==> src/rtl/ew_source_sequencer_pkg.sv <==
`default_nettype none
// ============================================================================
//  Module      : ew_source_sequencer_pkg
//  Description : Shared state encoding, default timing values and helpers
//                for the event-window source sequencer.
//  Revision    : 1.0 - initial release
// ============================================================================
package ew_source_sequencer_pkg;

    // Sequencer state encoding
    localparam logic [1:0] EWS_IDLE   = 2'd0;
    localparam logic [1:0] EWS_ACTIVE = 2'd1;
    localparam logic [1:0] EWS_DRAIN  = 2'd2;
    localparam logic [1:0] EWS_SETTLE = 2'd3;

    // Default tracker parameters
    localparam int EWS_DRAIN_CYCLES_DEF   = 4;
    localparam int EWS_TIMEOUT_CYCLES_DEF = 50000;
    localparam int EWS_CNT_BITS_DEF       = 8;

    // Width of a counter able to hold values 0 .. max(a,b)-1
    function automatic int ews_cnt_width(input int a, input int b);
        int m;
        m = (a > b) ? a : b;
        return (m <= 1) ? 1 : $clog2(m);
    endfunction

endpackage
`default_nettype wire

==> src/rtl/ew_source_sequencer_sat_counter.sv <==
`default_nettype none
// ============================================================================
//  Module      : sat_counter
//  Description : Up-counter that stops at all-ones instead of wrapping.
//  Revision    : 1.0 - initial release
// ============================================================================
module sat_counter #(
    parameter int WIDTH = 8
) (
    input  logic             clk,
    input  logic             rst_n,
    input  logic             inc,
    output logic [WIDTH-1:0] count
);

    logic [WIDTH-1:0] r_count;

    // Count increments, holding once every bit is set
    always_ff @(posedge clk or negedge rst_n) begin
        if (!rst_n) begin
            r_count <= '0;
        end else if (inc && (r_count != {WIDTH{1'b1}})) begin
            r_count <= r_count + WIDTH'(1);
        end
    end

    assign count = r_count;

endmodule
`default_nettype wire

==> src/rtl/ew_source_sequencer.sv <==
`default_nettype none
// ============================================================================
//  Module      : ew_source_sequencer
//  Description : Selects DIGI FIFO vs pattern generator as event-window
//                source, switching only between windows; tracks each window,
//                applies a post-window drain and flags windows that time out.
//  Revision    : 1.0 - initial release
// ============================================================================
module ew_source_sequencer
    import ew_source_sequencer_pkg::*;
#(
    parameter int DRAIN_CYCLES   = EWS_DRAIN_CYCLES_DEF,
    parameter int TIMEOUT_CYCLES = EWS_TIMEOUT_CYCLES_DEF,
    parameter int CNT_BITS       = EWS_CNT_BITS_DEF
) (
    input  logic                serdesclk,
    input  logic                serdes_resetn,
    input  logic                pattern_req,
    input  logic                axi_start_in,
    input  logic                ew_done,
    input  logic                timeout_clr,
    output logic                pattern_en,
    output logic                axi_start_out,
    output logic                busy,
    output logic                ew_timeout,
    output logic [CNT_BITS-1:0] switch_cnt,
    output logic [CNT_BITS-1:0] start_drop_cnt
);

    // One counter serves as window age in ACTIVE and quiet time in DRAIN/SETTLE
    localparam int             CW           = ews_cnt_width(TIMEOUT_CYCLES, DRAIN_CYCLES);
    localparam logic [CW-1:0]  c_tmo_last   = CW'(TIMEOUT_CYCLES - 1);
    localparam logic [CW-1:0]  c_drain_last = CW'(DRAIN_CYCLES - 1);

    logic [1:0]    r_state;
    logic [CW-1:0] r_cnt;
    logic          r_start_pend;
    logic          r_pattern_en;
    logic          r_axi_start;
    logic          r_ew_timeout;

    logic [1:0]    w_state_nxt;
    logic [CW-1:0] w_cnt_nxt;
    logic          w_pend_nxt;
    logic          w_pattern_nxt;
    logic          w_start_fire;
    logic          w_timeout_set;
    logic          w_switch_inc;
    logic          w_drop_inc;

    logic w_mismatch;
    logic w_tmo_hit;
    logic w_drain_last;

    assign w_mismatch   = (pattern_req != r_pattern_en);
    assign w_tmo_hit    = (r_cnt == c_tmo_last);
    assign w_drain_last = (r_cnt == c_drain_last);

    // State and datapath registers; reset abandons any window in flight
    always_ff @(posedge serdesclk or negedge serdes_resetn) begin
        if (!serdes_resetn) begin
            r_state      <= EWS_IDLE;
            r_cnt        <= '0;
            r_start_pend <= 1'b0;
            r_pattern_en <= 1'b0;
            r_axi_start  <= 1'b0;
            r_ew_timeout <= 1'b0;
        end else begin
            r_state      <= w_state_nxt;
            r_cnt        <= w_cnt_nxt;
            r_start_pend <= w_pend_nxt;
            r_pattern_en <= w_pattern_nxt;
            r_axi_start  <= w_start_fire;
            if (w_timeout_set) begin
                r_ew_timeout <= 1'b1;
            end else if (timeout_clr) begin
                r_ew_timeout <= 1'b0;
            end
        end
    end

    // Next state: a source switch beats a start; done beats timeout
    always_comb begin
        w_state_nxt = r_state;
        case (r_state)
            EWS_IDLE: begin
                if (w_mismatch) begin
                    w_state_nxt = EWS_SETTLE;
                end else if (axi_start_in || r_start_pend) begin
                    w_state_nxt = EWS_ACTIVE;
                end
            end
            EWS_ACTIVE: begin
                if (ew_done || w_tmo_hit) begin
                    w_state_nxt = EWS_DRAIN;
                end
            end
            EWS_DRAIN, EWS_SETTLE: begin
                if (w_drain_last) begin
                    w_state_nxt = EWS_IDLE;
                end
            end
            default: w_state_nxt = EWS_IDLE;
        endcase
    end

    // Outputs and datapath updates for the current state
    always_comb begin
        w_cnt_nxt     = r_cnt;
        w_pend_nxt    = r_start_pend;
        w_pattern_nxt = r_pattern_en;
        w_start_fire  = 1'b0;
        w_timeout_set = 1'b0;
        w_switch_inc  = 1'b0;
        w_drop_inc    = 1'b0;
        case (r_state)
            EWS_IDLE: begin
                w_cnt_nxt = '0;
                if (w_mismatch) begin
                    w_pattern_nxt = pattern_req;
                    w_switch_inc  = 1'b1;
                    // A start racing the switch waits; only one may wait
                    if (axi_start_in) begin
                        if (r_start_pend) begin
                            w_drop_inc = 1'b1;
                        end else begin
                            w_pend_nxt = 1'b1;
                        end
                    end
                end else if (axi_start_in || r_start_pend) begin
                    w_start_fire = 1'b1;
                    w_pend_nxt   = 1'b0;
                    // Pending and fresh start together open one window only
                    w_drop_inc   = axi_start_in & r_start_pend;
                end
            end
            EWS_ACTIVE: begin
                w_drop_inc = axi_start_in;
                if (ew_done) begin
                    w_cnt_nxt = '0;
                end else if (w_tmo_hit) begin
                    w_timeout_set = 1'b1;
                    w_cnt_nxt     = '0;
                end else begin
                    w_cnt_nxt = r_cnt + CW'(1);
                end
            end
            default: begin
                if (axi_start_in) begin
                    if (r_start_pend) begin
                        w_drop_inc = 1'b1;
                    end else begin
                        w_pend_nxt = 1'b1;
                    end
                end
                w_cnt_nxt = w_drain_last ? '0 : (r_cnt + CW'(1));
            end
        endcase
    end

    sat_counter #(
        .WIDTH (CNT_BITS)
    ) u_switch_cnt (
        .clk   (serdesclk),
        .rst_n (serdes_resetn),
        .inc   (w_switch_inc),
        .count (switch_cnt)
    );

    sat_counter #(
        .WIDTH (CNT_BITS)
    ) u_drop_cnt (
        .clk   (serdesclk),
        .rst_n (serdes_resetn),
        .inc   (w_drop_inc),
        .count (start_drop_cnt)
    );

    assign pattern_en    = r_pattern_en;
    assign axi_start_out = r_axi_start;
    assign ew_timeout    = r_ew_timeout;
    assign busy          = (r_state != EWS_IDLE) || r_start_pend;

endmodule
`default_nettype wire
==> config.mk <==
export PLATFORM = sky130hd
export DESIGN_NAME = ew_source_sequencer
export DESIGN_NICKNAME = d
export VERILOG_FILES = /design/src/rtl/ew_source_sequencer_pkg.sv /design/src/rtl/ew_source_sequencer_sat_counter.sv /design/src/rtl/ew_source_sequencer.sv
export SDC_FILE = /design/constraint.sdc
export NUM_CORES = 1
export LEC_CHECK = 0
export BUFFER_PORTS_ARGS = -buffer_cell sky130_fd_sc_hd__buf_2
export CELL_PAD_IN_SITES_DETAIL_PLACEMENT = 1
export CELL_PAD_IN_SITES_GLOBAL_PLACEMENT = 1
export CORE_MARGIN = 10
export CORE_UTILIZATION = 44
export CTS_CLUSTER_DIAMETER = 50
export DETAILED_ROUTE_END_ITERATION = 8
export PLACE_DENSITY_LB_ADDON = 0.1
export SLEW_MARGIN = 10
export SYNTH_ARGS = -nofsm -noshare
export SYNTH_HDL_FRONTEND = slang
export SYNTH_SLANG_ARGS = --single-unit
==> constraint.sdc <==
create_clock -name serdesclk -period 2 [get_ports serdesclk]
set_input_delay 0.2 -clock serdesclk [delete_from_list [all_inputs] [get_ports serdesclk]]
set_output_delay 0.2 -clock serdesclk [all_outputs]
set_load 0.005 [all_outputs]
### After elaboration in Yosys (flattened, before gate mapping)

Cells that the tools add are included.

| word-level totals | value |
|---|---|
| register bits after elaboration | 38 |
| output and inout port bits | 20 |
| logic and storage cells | 64 |

| operators by class | value |
|---|---|
| $add $sub $neg | 3 |
| eq/ne operators | 11 |
| muxes and demuxes | 28 |
| bitwise operators | 2 |
| reductions and logical operators | 12 |

Operators with widths:

| kind | count |
|---|---|
| two-way mux 16 bit | 3 |
| case mux 16 bit (2 select lines) | 1 |
| two-way mux 1 bit | 17 |
| adder 16 x 1 -> 16 bit (second input constant) | 1 |
| adder 8 x 1 -> 8 bit (second input constant) | 2 |
| == test 16 bit (second input constant) | 1 |
| == test 16 x 2 -> 1 bit (second input constant) | 1 |
| inequality test 8 bit (second input constant) | 2 |
| two-way mux 2 bit | 4 |
| case mux 2 bit (3 select lines) | 1 |
| == test 2 bit (second input constant) | 2 |
| inequality test 2 bit (second input constant) | 2 |
| case mux 1 bit (2 select lines) | 2 |
| AND reduction 2 bit | 2 |
| nonzero test 2 bit | 2 |
| logical OR 1 bit | 3 |
| inequality test 3 bit (second input constant) | 1 |
| AND reduction 3 bit | 1 |
| == test 2 x 1 -> 1 bit (second input constant) | 1 |
| logical AND 1 bit | 2 |
| zero test 2 bit | 1 |
| OR reduction 2 bit | 1 |
| AND 1 bit | 1 |
| inequality test 1 bit | 1 |
| NOT 1 bit | 1 |

### Longest topological paths before layout

| logic depth | value |
|---|---|
| depth after elaboration | 5 |
| mapped depth | 6 |
| mapped depth without buffers | 5 |

### Modules after synthesis

From an unflattened synthesis, not the netlist that was laid out.

| second synthesis, totals | value |
|---|---|
| cell total of the unflattened synthesis | 182 |
| area total of the unflattened synthesis | 1931.9 um^2 |

By module, submodules not included:

| module | instances | cells an instance | area each (um^2) | seq. area each (um^2) |
|---|---|---|---|---|
| ew_source_sequencer | 1 | 114 | 1116.1 | 550.5 |
| sat_counter | 2 | 34 | 407.9 | 200.2 |

### Worst setup path before layout

OpenSTA, ideal clock, no wires.

| timing | value |
|---|---|
| path kind | flip-flop to flip-flop |
| start point | register r_cnt[0] |
| end point | register r_cnt[4] |
| library setup time | 0.119 ns |
| arrival time | 1.444 ns |
| data required time | 1.881 ns |
| setup slack | 0.437 ns |
| cell stages (with the launch flop) | 7 |
| path buffers | 1 |
| clock period less this slack | 1.563 ns |
| cell sequence | dfrtp_1 > ha_1 > nor4b_2 > nand4_1 > a21oi_2 > buf_6 > nor2_1 |

| on the way | value |
|---|---|
| longest elaborated chain between the ends | 4 |

RTL lines:

| item | RTL line | source |
|---|---|---|
| start, declared | ew_source_sequencer.sv:36 | `logic [CW-1:0] r_cnt;` |
| start signal, assigned | ew_source_sequencer.sv:70 | `r_cnt <= w_cnt_nxt;` |
| adder 16 x 1 -> 16 bit or == test 16 bit (tied branches) | ew_source_sequencer.sv:145, ew_source_sequencer.sv:156, ew_source_sequencer.sv:56 |  |
| two-way mux 16 bit | ew_source_sequencer.sv:141 | `end else if (w_tmo_hit) begin` |
| two-way mux 16 bit | ew_source_sequencer.sv:139 | `if (ew_done) begin` |
| case mux 16 bit (2 select lines) * | ew_source_sequencer.sv:116 | `case (r_state)` |
| via w_cnt_nxt[4] | ew_source_sequencer.sv:43 | `logic [CW-1:0] w_cnt_nxt;` |

The timed path passes the listed nets; every way through them passes the cells marked *.
A chain may end at the register's enable or synchronous reset.

### Worst setup path after layout

| timing | value |
|---|---|
| start point | register r_cnt[0] |
| end point | register r_cnt[8] |

Same word-level chain as after synthesis.

==> summary.txt <==
Finish
  • Fill cell total of the finished layout: roughly 460
  • Ant diodes: 0
  • Total number of nets in the final design: ~220
  • Ratio of cells with drive above 1 in the final layout: 0.2077
  • Post-layout instance count excluding filler cells: between 200 and 300
  • Combined flip-flop and latch cell area: 950.9 µm²
  • Leading cell type in the layout, fill and taps excluded: dfrtp_1
  • Highest-count cells in the layout ignoring fill and taps: dfrtp_1 (38), nor2_1 (28), buf_2 (25)
  • Total area of multi-input combinational cells: 835.8 µm²
  • Area Overhead vs Synth: 17.70%
  • Post-route design area: between 2000 and 2500 µm²

STA
  • Part of the cycle the worst path needs: 0.8627
  • Post-route setup TNS: 0 ps
  • Peak Freq: a little under 0.6 GHz
  • Final Max Slew Viols: 0
  • Period minus WS final: ~1700 ps
  • Tightest Pin Transition: just over 800 ps
  • Slew margin rel.: 0.4455
  • Worst Hold Slack: -0.2820 ps
  • Final number of hold-violating endpoints: 1
  • Setup Skew: about 2.3 ps
  • RSZ-0062 raised after global routing: no
  • Final setup violation count: 0

Routing
  • Count of nets left with antenna violations after detail routing: 0
  • Top metal layer carrying routed signals: met4
  • Number of vias per cell: between 5 and 6
  • Sum of routed wire length over all layers: between 4000 and 5000 µm
  • Detailed-route DRC error count: 0
  • Number of vias in the routed layout: between 1000 and 1500
  • Met1 Routed Length: 1839 µm
  • DRC violation total after the first TritonRoute iteration: 90
  • Per-cell routed wire length: 16.06 µm
  • Routed met3 length: between 200 and 300 µm
  • Pre-antenna DRT Iters: 4
  • Met2 Routed Length: 1964 µm

Placement
  • Count of input and output buffers: 25
  • Total placed instance area: 2012 µm²
  • Placer's final routability congestion estimate: approximately 0.8
  • Dpl hpwl: between 2000 and 3000 µm
  • Placed Cells: around 250

Floorplan
  • Die area: between 7000 and 8000 µm²
  • Number of placement rows: 23
  • Initial core utilization: 0.4576
  • Std-Cell Core Area: 4000 µm²
  • Horizontal die dimension: 84.50 µm
  • I/O pin total: 26
  • Die outline height: between 80 and 90 µm

Power
  • Share of total power in combinational logic: 0.276
  • Part of the total power dissipated in the clock network: 0.295
  • Power density over the cells: ~1300 nW/µm²
  • Final Power: around 2.7 mW
  • IR Drop Worst-Case VDD: 0.5081 mV
  • Internal Dissipation: 1.832 mW
  • Fraction of power spent switching nets: 0.3317
  • Leakage power figure: 0.9933 nW
  • Total net switching power: between 0.9 and 1 mW
  • Sequential share of power: 0.429

Worst setup path
  • Launch instance of the worst register-to-register path: r_cnt[0]$_DFF_PN0_
  • R2R depth: 6
  • Start point of the critical path: r_cnt[0]$_DFF_PN0_
  • Data required, critical path: around 2200 ps
  • Startpoint types: register
  • Crit path to: r_cnt[8]$_DFF_PN0_
  • Reg-to-reg critical path endpoint: r_cnt[8]$_DFF_PN0_
  • Crit path max fanout: 16
  • Worst Path Class, Setup: register to register
  • Flop2flop setup slack: 270 ps
  • CP Data Arrival Time: about 1900 ps
  • CP Capture Type: register

Clock tree
  • Hold_buf cts: 0
  • Clock root cell: clkbuf_8
  • Total number of H-tree levels: 2
  • Maximum number of buffers from clock root to sink: 2
  • # clock sinks: 38
  • Post-CTS setup-driven buffer insertion count: 0
  • Total clock buffers created by CTS: 5
  • Insertion delay to the later sink of the worst-skew pair: approximately 290 ps
  • Count of instances resized after the clock tree is built: 0
  • Clock-pin slew on the worst setup and hold paths: around 70 ps
  • Clock tree from TritonCTS: yes

Worst hold path
  • Min-Delay Path Class: input port to asynchronous set/reset pin

Yosys
  • Top post-synthesis cells by area: dfrtp_1 (52%), xnor2_1 (9.1%), nor2_1 (5.7%)
  • Synthesized area per cell: approximately 10 µm²
  • Count of cell types in the netlist: 34
  • Total of flip-flops plus latches after synthesis: 38
  • Synth Instances: 175
  • Netlist area before placement: about 1800 µm²
  • Fraction of the yosys area taken by sequential cells: 0.5195
  • Leading area contributor after synthesis: dfrtp_1
  • Number of synthesis warnings: 0
  • Share of Yosys cell area claimed by the top area cell type: 0.5195
  • Synthesized net count: between 150 and 200

Global routing
  • Maximum number of pins on one net before global-route repair: 39
  • Via count of the first global-routing pass: roughly 1500
  • Wire length of the first global-routing pass: approximately 7200 µm
  • Total track usage: 0.1211
  • Leftover overflow at the end of global routing: 0
  • Antenna violations before repair: 0

Run status
  • Violations in the final reports: negative hold slack
  • Result of the run: complete, but fails checks

Job
  • Max_cap viols: 0
[worst min path at each step]
stage,start,end,slack [ps],cells past startpoint
4_1_cts,serdes_resetn,u_switch_cnt.count[4]$_DFFE_PN0P_,30,1
6_report,serdes_resetn,u_switch_cnt.count[4]$_DFFE_PN0P_,-0.3,1
5_1_grt,serdes_resetn,u_switch_cnt.count[4]$_DFFE_PN0P_,80,1
3_3_place_gp,serdes_resetn,u_switch_cnt.count[3]$_DFFE_PN0P_,350,1
2_1_floorplan,serdes_resetn,axi_start_out$_DFF_PN0_,-100,0
3_5_place_dp,serdes_resetn,u_switch_cnt.count[4]$_DFFE_PN0P_,350,1
[metal layers]
metal,track usage,vias up
met5,0,-
met1,0.1468,682
met2,0.1929,28
met3,0.04541,7
met4,0.04042,0
li1,-,663
[stage by stage]
stage / utilization / setup slack (ps)
floorplan: - / 437.0
global placement: 0.5030 / 395.8
detailed placement: 0.5030 / 319.4
CTS: 0.5386 / 257.1
global route: 0.5386 / 115.9
finish: 0.5386 / 274.6
[critical path, stage by stage, from the launching register on]
cell     delay, ps
dfrtp_1        400
ha_1           230
nor4b_2        260
a41oi_1        250
a21oi_2        170
buf_4          220
nor2_1          80
[synth_stat cells]
library cell / number
dfrtp_1: 38
nor2_1: 28
xnor2_1: 19
nand2_1: 12
nand3_1: 10
xor2_1: 10
nor3_1: 9
nand4_1: 8
inv_1: 6
nor4_1: 5
and3_1: 3
ha_1: 3
mux2_2: 2
nor2b_1: 2
a21oi_1: 1
a21oi_2: 1
a41oi_1: 1
and4_1: 1
buf_2: 1
buf_6: 1
clkbuf_2: 1
mux2i_1: 1
nand2b_1: 1
nand4_2: 1
nor4_2: 1
nor4b_2: 1
o2111ai_1: 1
o211a_1: 1
o211ai_2: 1
o21a_1: 1
o221ai_2: 1
o31ai_1: 1
o32ai_1: 1
or3_1: 1
[power groups by stage]
| stage | sequential [mW] | combinational, mW | clock (mW) |
|---|---|---|---|
| after floorplan | 1.14 | 0.508 | 0 |
| after global placement | 1.17 | 0.746 | 0 |
| after detailed placement | 1.19 | 0.769 | 0 |
| after CTS | 1.18 | 0.781 | 0.827 |
| after global routing | 1.22 | 0.866 | 0.865 |
| final | 1.18 | 0.757 | 0.807 |
[kinds of logic (layout without fill, tap and decap cells)]
kind of cell               after synthesis  in the layout  synth area share
and+or+nand+nor                         83             83            0.2290
DFF                                     38             38            0.5195
xor gates and xnor gates                29             29            0.1388
AOI/OAI and AO/OA                       10             10           0.05058
buffers and inverters                    9             41           0.02392
adders and majority gates                3              3           0.02051
muxes                                    3              3           0.01777
[final cells by class]
cell class,count,area share
clock buffers,6,0.03833
multi-input cells,128,0.3879
clock inverters,2,0.02787
inverters,6,0.01045
flip-flops and latches,38,0.4413
repair buffers,27,0.06504
well taps,50,0.02904
[flip-flops by register name, indices dropped and copies added, names as in the netlist]
signal              count
axi_start_out           1
r_start_pend            1
u_switch_cnt.count      8
pattern_en              1
u_drop_cnt.count        8
r_state                 2
r_cnt                  16
ew_timeout              1
(Power assumes the default switching activity.)
